### src/rtl/mmu_pkg.sv
// Shared widths, FSM state encoding and TLB entry layout for mmu_tlb and tlb_cam.
package mmu_pkg;

    localparam int VA_W  = 14;
    localparam int OFF_W = 5;
    localparam int VPN_W = VA_W - OFF_W;

    typedef enum logic [1:0] {
        ST_IDLE   = 2'd0,
        ST_LOOKUP = 2'd1,
        ST_WALK   = 2'd2,
        ST_RESP   = 2'd3
    } tlb_state_e;

    typedef struct packed {
        logic             valid;
        logic [VPN_W-1:0] tag;
        logic [VPN_W-1:0] ppn;
    } tlb_entry_t;

endpackage

### src/rtl/mmu_tlb_cam.sv
// tlb_cam: combinational tag compare across all TLB entries, plus first-invalid search.
module tlb_cam
    import mmu_pkg::*;
#(
    parameter int ENTRIES = 8,
    parameter int IDX_W   = $clog2(ENTRIES)
) (
    input  tlb_entry_t [ENTRIES-1:0] in_entries,
    input  logic [VPN_W-1:0]         in_vpn,
    output logic [ENTRIES-1:0]       out_match,
    output logic                     out_hit,
    output logic [VPN_W-1:0]         out_ppn,
    output logic [IDX_W-1:0]         out_first_inv,
    output logic                     out_any_invalid
);

    always_comb begin
        out_match       = '0;
        out_ppn         = '0;
        out_first_inv   = '0;
        out_any_invalid = 1'b0;
        for (int unsigned i = 0; i < ENTRIES; i++) begin
            out_match[i] = in_entries[i].valid && (in_entries[i].tag == in_vpn);
            // Matches are one-hot, so OR-ing the gated ppns acts as a mux.
            out_ppn = out_ppn | (in_entries[i].ppn & {VPN_W{out_match[i]}});
            if (!in_entries[i].valid && !out_any_invalid) begin
                out_first_inv   = IDX_W'(i);
                out_any_invalid = 1'b1;
            end
        end
    end

    assign out_hit = |out_match;

endmodule

### src/rtl/mmu_tlb.sv
// mmu_tlb: fully-associative TLB in front of table_walk; one request outstanding.
// Optional hit/miss counters are built when TLB_STATS_EN is defined.
module mmu_tlb
    import mmu_pkg::*;
#(
    parameter int ENTRIES = 8
) (
    input  logic            in_clk,
    input  logic            in_rst,
    input  logic            in_req_valid,
    output logic            out_req_ready,
    input  logic [VA_W-1:0] in_req_mva,
    output logic            out_rsp_valid,
    output logic [VA_W-1:0] out_rsp_paddr,
    output logic            out_rsp_hit,
    output logic            out_walk_en,
    output logic [VA_W-1:0] out_walk_mva,
    input  logic            in_walk_done,
    input  logic [VA_W-1:0] in_walk_paddr,
`ifdef TLB_STATS_EN
    output logic [15:0]     out_hit_cnt,
    output logic [15:0]     out_miss_cnt,
`endif
    input  logic            in_flush
);

    localparam int IDX_W = $clog2(ENTRIES);

    tlb_state_e               state_q, state_d;
    logic [VA_W-1:0]          mva_q, mva_d;
    logic [VA_W-1:0]          rsp_paddr_q, rsp_paddr_d;
    logic                     rsp_hit_q, rsp_hit_d;
    logic [IDX_W-1:0]         rr_ptr_q, rr_ptr_d;
    tlb_entry_t [ENTRIES-1:0] entries_q, entries_d;

    logic [ENTRIES-1:0] cam_match;
    logic               cam_hit;
    logic [VPN_W-1:0]   cam_ppn;
    logic [IDX_W-1:0]   cam_first_inv;
    logic               cam_any_invalid;
    logic               lookup_hit;
    logic [IDX_W-1:0]   victim;
    logic               unused_walk_off;

    tlb_cam #(
        .ENTRIES (ENTRIES)
    ) u_cam (
        .in_entries      (entries_q),
        .in_vpn          (mva_q[VA_W-1:OFF_W]),
        .out_match       (cam_match),
        .out_hit         (cam_hit),
        .out_ppn         (cam_ppn),
        .out_first_inv   (cam_first_inv),
        .out_any_invalid (cam_any_invalid)
    );

    assign lookup_hit      = cam_hit && !in_flush;
    assign unused_walk_off = ^in_walk_paddr[OFF_W-1:0];

    always_comb begin
        state_d     = state_q;
        mva_d       = mva_q;
        rsp_paddr_d = rsp_paddr_q;
        rsp_hit_d   = rsp_hit_q;
        rr_ptr_d    = rr_ptr_q;
        entries_d   = entries_q;
        victim      = '0;
        case (state_q)
            ST_IDLE: begin
                if (in_req_valid) begin
                    mva_d   = in_req_mva;
                    state_d = ST_LOOKUP;
                end
            end
            ST_LOOKUP: begin
                if (lookup_hit) begin
                    rsp_paddr_d = {cam_ppn, mva_q[OFF_W-1:0]};
                    rsp_hit_d   = 1'b1;
                    state_d     = ST_RESP;
                end else begin
                    state_d = ST_WALK;
                end
            end
            ST_WALK: begin
                if (in_walk_done) begin
                    victim = cam_any_invalid ? cam_first_inv : rr_ptr_q;
                    if (!cam_any_invalid) begin
                        rr_ptr_d = rr_ptr_q + 1'b1;
                    end
                    entries_d[victim].valid = 1'b1;
                    entries_d[victim].tag   = mva_q[VA_W-1:OFF_W];
                    entries_d[victim].ppn   = in_walk_paddr[VA_W-1:OFF_W];
                    rsp_paddr_d = {in_walk_paddr[VA_W-1:OFF_W], mva_q[OFF_W-1:0]};
                    rsp_hit_d   = 1'b0;
                    state_d     = ST_RESP;
                end
            end
            ST_RESP: state_d = ST_IDLE;
            default: state_d = ST_IDLE;
        endcase
        // Applied after the fill so a simultaneous flush leaves the new entry invalid.
        if (in_flush) begin
            for (int unsigned i = 0; i < ENTRIES; i++) begin
                entries_d[i].valid = 1'b0;
            end
        end
    end

    always_ff @(posedge in_clk or posedge in_rst) begin
        if (in_rst) begin
            state_q     <= ST_IDLE;
            mva_q       <= '0;
            rsp_paddr_q <= '0;
            rsp_hit_q   <= 1'b0;
            rr_ptr_q    <= '0;
            entries_q   <= '0;
        end else begin
            state_q     <= state_d;
            mva_q       <= mva_d;
            rsp_paddr_q <= rsp_paddr_d;
            rsp_hit_q   <= rsp_hit_d;
            rr_ptr_q    <= rr_ptr_d;
            entries_q   <= entries_d;
        end
    end

    assign out_req_ready = (state_q == ST_IDLE);
    assign out_walk_en   = (state_q == ST_WALK);
    assign out_walk_mva  = out_walk_en ? mva_q : '0;
    assign out_rsp_valid = (state_q == ST_RESP);
    assign out_rsp_paddr = rsp_paddr_q;
    assign out_rsp_hit   = rsp_hit_q;

    a_match_onehot: assert property (@(posedge in_clk) disable iff (in_rst) $onehot0(cam_match));

`ifdef TLB_STATS_EN
    logic [15:0] hit_cnt_q, hit_cnt_d;
    logic [15:0] miss_cnt_q, miss_cnt_d;

    always_comb begin
        hit_cnt_d  = hit_cnt_q;
        miss_cnt_d = miss_cnt_q;
        if (state_q == ST_LOOKUP) begin
            if (lookup_hit) begin
                if (hit_cnt_q != '1) hit_cnt_d = hit_cnt_q + 16'd1;
            end else begin
                if (miss_cnt_q != '1) miss_cnt_d = miss_cnt_q + 16'd1;
            end
        end
    end

    always_ff @(posedge in_clk or posedge in_rst) begin
        if (in_rst) begin
            hit_cnt_q  <= '0;
            miss_cnt_q <= '0;
        end else begin
            hit_cnt_q  <= hit_cnt_d;
            miss_cnt_q <= miss_cnt_d;
        end
    end

    assign out_hit_cnt  = hit_cnt_q;
    assign out_miss_cnt = miss_cnt_q;
`endif

endmodule

### config.mk
export PLATFORM = sky130hd
export DESIGN_NAME = mmu_tlb
export DESIGN_NICKNAME = d
export VERILOG_FILES = /design/src/rtl/mmu_pkg.sv /design/src/rtl/mmu_tlb_cam.sv /design/src/rtl/mmu_tlb.sv
export SDC_FILE = /design/constraint.sdc
export NUM_CORES = 1
export LEC_CHECK = 0
export BUFFER_PORTS_ARGS = -buffer_cell sky130_fd_sc_hd__clkbuf_2
export CORE_MARGIN = 8
export CORE_UTILIZATION = 35
export DETAILED_ROUTE_END_ITERATION = 12
export PLACE_DENSITY = 0.59
export SLEW_MARGIN = 20
export SYNTH_ARGS = -nofsm -noshare
export SYNTH_HDL_FRONTEND = slang
export SYNTH_SLANG_ARGS = --single-unit
### constraint.sdc
create_clock -name in_clk -period 16.5 [get_ports in_clk]
set_input_delay 1.65 -clock in_clk [delete_from_list [all_inputs] [get_ports in_clk]]
set_output_delay 1.65 -clock in_clk [all_outputs]
set_load 0.03 [all_outputs]
### Word-level counts from Yosys, hierarchy flattened

Cells that the tools add are included.

* flip-flop bits (word level): 186
* output and inout port bits: 32
* word-level logic and storage cells: 150
* input port bits: 33

* equal/unequal tests: 14
* magnitude comparators: 2
* bitwise gates (word level): 16
* reductions and logical operators: 42
* muxes and demuxes: 46
* add/subtract/negate cells: 1

Operators by type and width (count)
* bitwise mux 152 bit: 3
* 2-to-1 mux 152 bit: 2
* demux 19 bit (select 3 bit): 3
* AND 9 bit: 8
* == test 9 bit: 8
* OR 9 bit: 7
* 2-to-1 mux 14 bit: 3
* one-hot mux 14 bit (2 select lines): 1
* 2-to-1 mux 3 bit: 7
* 2-to-1 mux 1 bit: 20
* 2-to-1 mux 19 bit: 1
* 2-to-1 mux 18 bit: 1
* logical AND 1 bit: 17
* logical NOT 1 bit: 14
* 2-to-1 mux 9 bit: 1
* one-hot mux 2 bit (4 select lines): 1
* AND reduction 2 bit: 4
* OR reduction 8 bit: 1
* AND reduction 3 bit: 2
* nonzero test 2 bit: 3
* == test 2 bit (second input constant): 2
* less-than comparator 3 x 4 -> 1 bit (second input constant): 1
* 2-to-1 mux 2 bit: 2
* != test 2 bit (second input constant): 2
* other kinds (7): 7

### Logic depth before layout (Yosys ltp)

* word-level depth: 32
* mapped depth: 9
* mapped depth without buffers: 7

### Modules after synthesis

A second synthesis with hierarchy kept.

* cells, all modules: 674
* area total of the unflattened synthesis: 9300.2 um^2

By module, submodules not included
* mmu_tlb: cells an instance 458, sequential area each 4654.5 um^2, area each 7521.0 um^2, times used 1
* tlb_cam: cells an instance 216, sequential area each 0.0 um^2, area each 1779.2 um^2, times used 1

### Least setup slack after synthesis

No wires, ideal clock.

* kind: register to output
* start: register state_q[0]
* end: output out_walk_mva[0]
* path buffers: 2
* cell stages (with the launch flop): 6
* data required time: 14850 ps
* data arrival time: 1768 ps
* path slack: 13082 ps
* cells stage by stage: dfrtp_1 -> inv_1 -> ha_1 -> buf_1 -> clkbuf_1 -> and2_1

* cells in the longest elaborated chain, start to end: 2

Ends and longest elaborated chain
* start, declared: RTL line mmu_tlb.sv:29 `tlb_state_e state_q, state_d;`
* start signal, assigned: RTL line mmu_tlb.sv:118 `state_q <= state_d;`
* == test 2 bit: RTL line mmu_tlb.sv:128 `assign out_walk_en = (state_q == ST_WALK);`
* net out_walk_en: RTL line mmu_tlb.sv:16 `output logic out_walk_en,`
* 2-to-1 mux 14 bit: RTL line mmu_tlb.sv:129 `assign out_walk_mva = out_walk_en ? mva_q : '0;`
* end, declared: RTL line mmu_tlb.sv:17 `output logic [VA_W-1:0] out_walk_mva,`

The timed path passes the listed nets, and every way through them passes these cells.

### Worst setup path after layout

* start: register state_q[0]
* end: output out_walk_mva[13]

* cells in the longest elaborated chain, start to end: 2

Ends and longest elaborated chain (RTL line)
* == test 2 bit: mmu_tlb.sv:128
* 2-to-1 mux 14 bit: mmu_tlb.sv:129

Every way passes these cells.

==> metrics.txt <==
status=finished, final reports clean; GRT Overall Usage=12.8%; CTS tree=yes; minimum clock period=3.81 ns; Ys Warns=0; Initial Utilization=35.2%; r2r setup slk=13.13 ns; DP Wirelength=11.9 mm; RSZ-0062 raised after global routing=no; Worst EP required=14.85 ns; Hold Buf Count CTS=0; I/O Buffers=59; final hold slack=0.505 ns; final hold violations=0; Syn Nets=679; Slew @ Worst Pin=1.14 ns; cts bufs inserted=17; Worst setup SP type=flop; Max Cap Viol=0; Max Freq=0.263 GHz; first-pass GRT wire length=30.6 mm; Top FF cell, synth=dfrtp_1; final setup vio count=0; Worst Skew=0.0109 ns; post-synthesis sequential element count=186; fillers=2331; Die W=174 um; initial antenna violation count=0; hold path depth=1; H-tree levels=4; hold path start=rr_ptr_q[2]; Critical Setup Path Class=flop to output pin; CTS root buf=clkbuf_16; biggest area consumer among synthesized cells=dfrtp_1; die area=30300 um^2; Post-synth top cells=186 x dfrtp_1, 155 x mux2_2, 70 x xnor2_1, 22 x a22oi_1, 20 x nor2_1; num ports=65; Setup WS pre-CTS=12.78 ns; Tcrit/Tclk final=23.1%; die height=174 um; fraction of registers with async set/reset=100%; Cell Pwr Density=150 nW/um^2; RR Endpoint=out_rsp_paddr[4]; sequential-to-total area share from yosys stat=53.2%; gr ovfl total=0; final setup TNS=0 ns; core footprint=24900 um^2; top-area cell type share of the netlist area=53.2%; 1st-pass router iterations=4; Skew-Pair Late Insertion Delay=0.44 ns; Avg WL per Cell=17.9 um; Post-DP Area=9320 um^2; Post-Syn Area=8750 um^2; syn_area_per_cell=13.7 um^2; final net count=731; largest cells by area after synthesis=dfrtp_1 53%, mux2_2 20%, xnor2_1 7.0%; layout cells sized above 1=41.2%; r2r worst-path depth=7; fin. max-slew vios=0; worst hold path class=flop to flop; Setup WS post-layout=12.69 ns; Resized Gates After CTS=0; worst flop-to-flop path startpoint=mva_q[10]; Worst setup EP type=output pin; most frequent cell after synthesis=dfrtp_1; # DRC=0; DR iter-0 viols=257; relative slew slack=24.1%; CP max FO=23; largest net degree at the start of global routing=116; Worst Path Arrival=2.16 ns; Detail Route Antenna Nets=0; CTS clk-pin slew, worst paths=0.06 ns; FP Rows=58; Post-synth EDFFs=0; routability cong.=0.754; vias=5143; post-DR vias/cell=4.96; Synth Instances=641; Finished Cell Area=9960 um^2; clk buf depth=2; Worst Hold End=rr_ptr_q[2]; VDD IR-drop max=89.0 uV; clk sinks=186; vias in the first global route=5387; final wirelength=18.6 mm; area grow syn2layout=13.8%; Lkg Pwr=4.54 nW; post-CTS setup buffers=0; Synth cell types=43; Antenna Diode Count=0
## cell type report
class	count	area (um^2)	share of cell area, %
Sequential cell	186	4650	46.8
Multi-Input combinational cell	410	3850	38.7
Clock buffer	18	439	4.41
Tap cell	330	413	4.15
Timing Repair Buffer	68	363	3.64
Clock inverter	14	193	1.94
Inverter	10	45.0	0.452
## routing by layer
metal	global-route usage [%]	vias up	wire (um)
met2	20.4	81	8760
met1	16.6	2635	8690
met5	0	-	0
met4	3.99	0	253
met3	3.54	17	892
li1	-	2410	-
## logic make-up (layout without fill, tap and decap cells)
logic type / Yosys count / after routing / share of synthesized area [%]
adders and majority gates: 5 / 5 / 0.715
AOI/OAI and AO/OA: 62 / 62 / 5.69
xor gates and xnor gates: 74 / 74 / 7.41
buffers and inverters: 45 / 110 / 2.97
and+or+nand+nor: 96 / 96 / 7.00
muxes: 173 / 173 / 23.0
DFF: 186 / 186 / 53.2
## state kept, by name (all words and copies together), names as in the netlist
| name | cells |
|---|---|
| out_rsp_hit | 1 |
| state_q | 2 |
| rr_ptr_q | 3 |
| mva_q | 14 |
| out_rsp_paddr | 14 |
| entries_q | 152 |
## cells in the final DEF, fill, tap and decap left out, types with 4 or more instances in the layout
cell type	n
inv_1	9
mux2_4	18
dfrtp_1	186
nand2_1	17
buf_4	9
a22oi_1	22
and2_1	15
ha_1	5
bufinv_16	4
nor3_1	4
nand4_1	17
a41oi_1	7
a221oi_1	8
a21oi_1	4
nor3_2	4
clkbuf_2	59
nor2_1	20
xnor2_1	70
nand2b_1	4
clkbuf_16	17
mux2_2	155
xor2_1	4
nor4_4	5
a22o_1	8
## where the power goes
| part | switching, W | internal [W] | total (W) |
|---|---|---|---|
| sequential | 0.000121 | 0.000532 | 0.000653 |
| clock | 0.000177 | 0.000258 | 0.000435 |
| combinational | 0.000203 | 0.000203 | 0.000406 |
## worst max path at each step
| stage | from | to | slack [ns] | cells past startpoint |
|---|---|---|---|---|
| after floorplan | in_rst | entries_q[0] | 9.79 | 1 |
| after global placement | in_walk_done | entries_q[89] | 12.77 | 5 |
| after detailed placement | in_walk_done | entries_q[89] | 12.78 | 5 |
| after CTS | state_q[0] | out_walk_mva[13] | 12.66 | 4 |
| after global routing | state_q[0] | out_walk_mva[5] | 12.49 | 4 |
| final | state_q[0] | out_walk_mva[13] | 12.69 | 4 |
## worst max-delay path: stages (launching register included)
cell      delay, ns
dfrtp_1        0.42
inv_1          0.12
ha_1           0.73
and2_1         0.25
clkbuf_2       0.21
## metrics by stage
stage               utilization (%)  power (W)  std cells
floorplan                         -   0.000984        641
global placement               37.4    0.00107       1004
detailed placement             37.4    0.00108       1004
CTS                            40.0    0.00152       1036
global route                   40.0    0.00159       1036
finish                         40.0    0.00149       1036
Note: power is estimated with default switching activity, not from simulation.
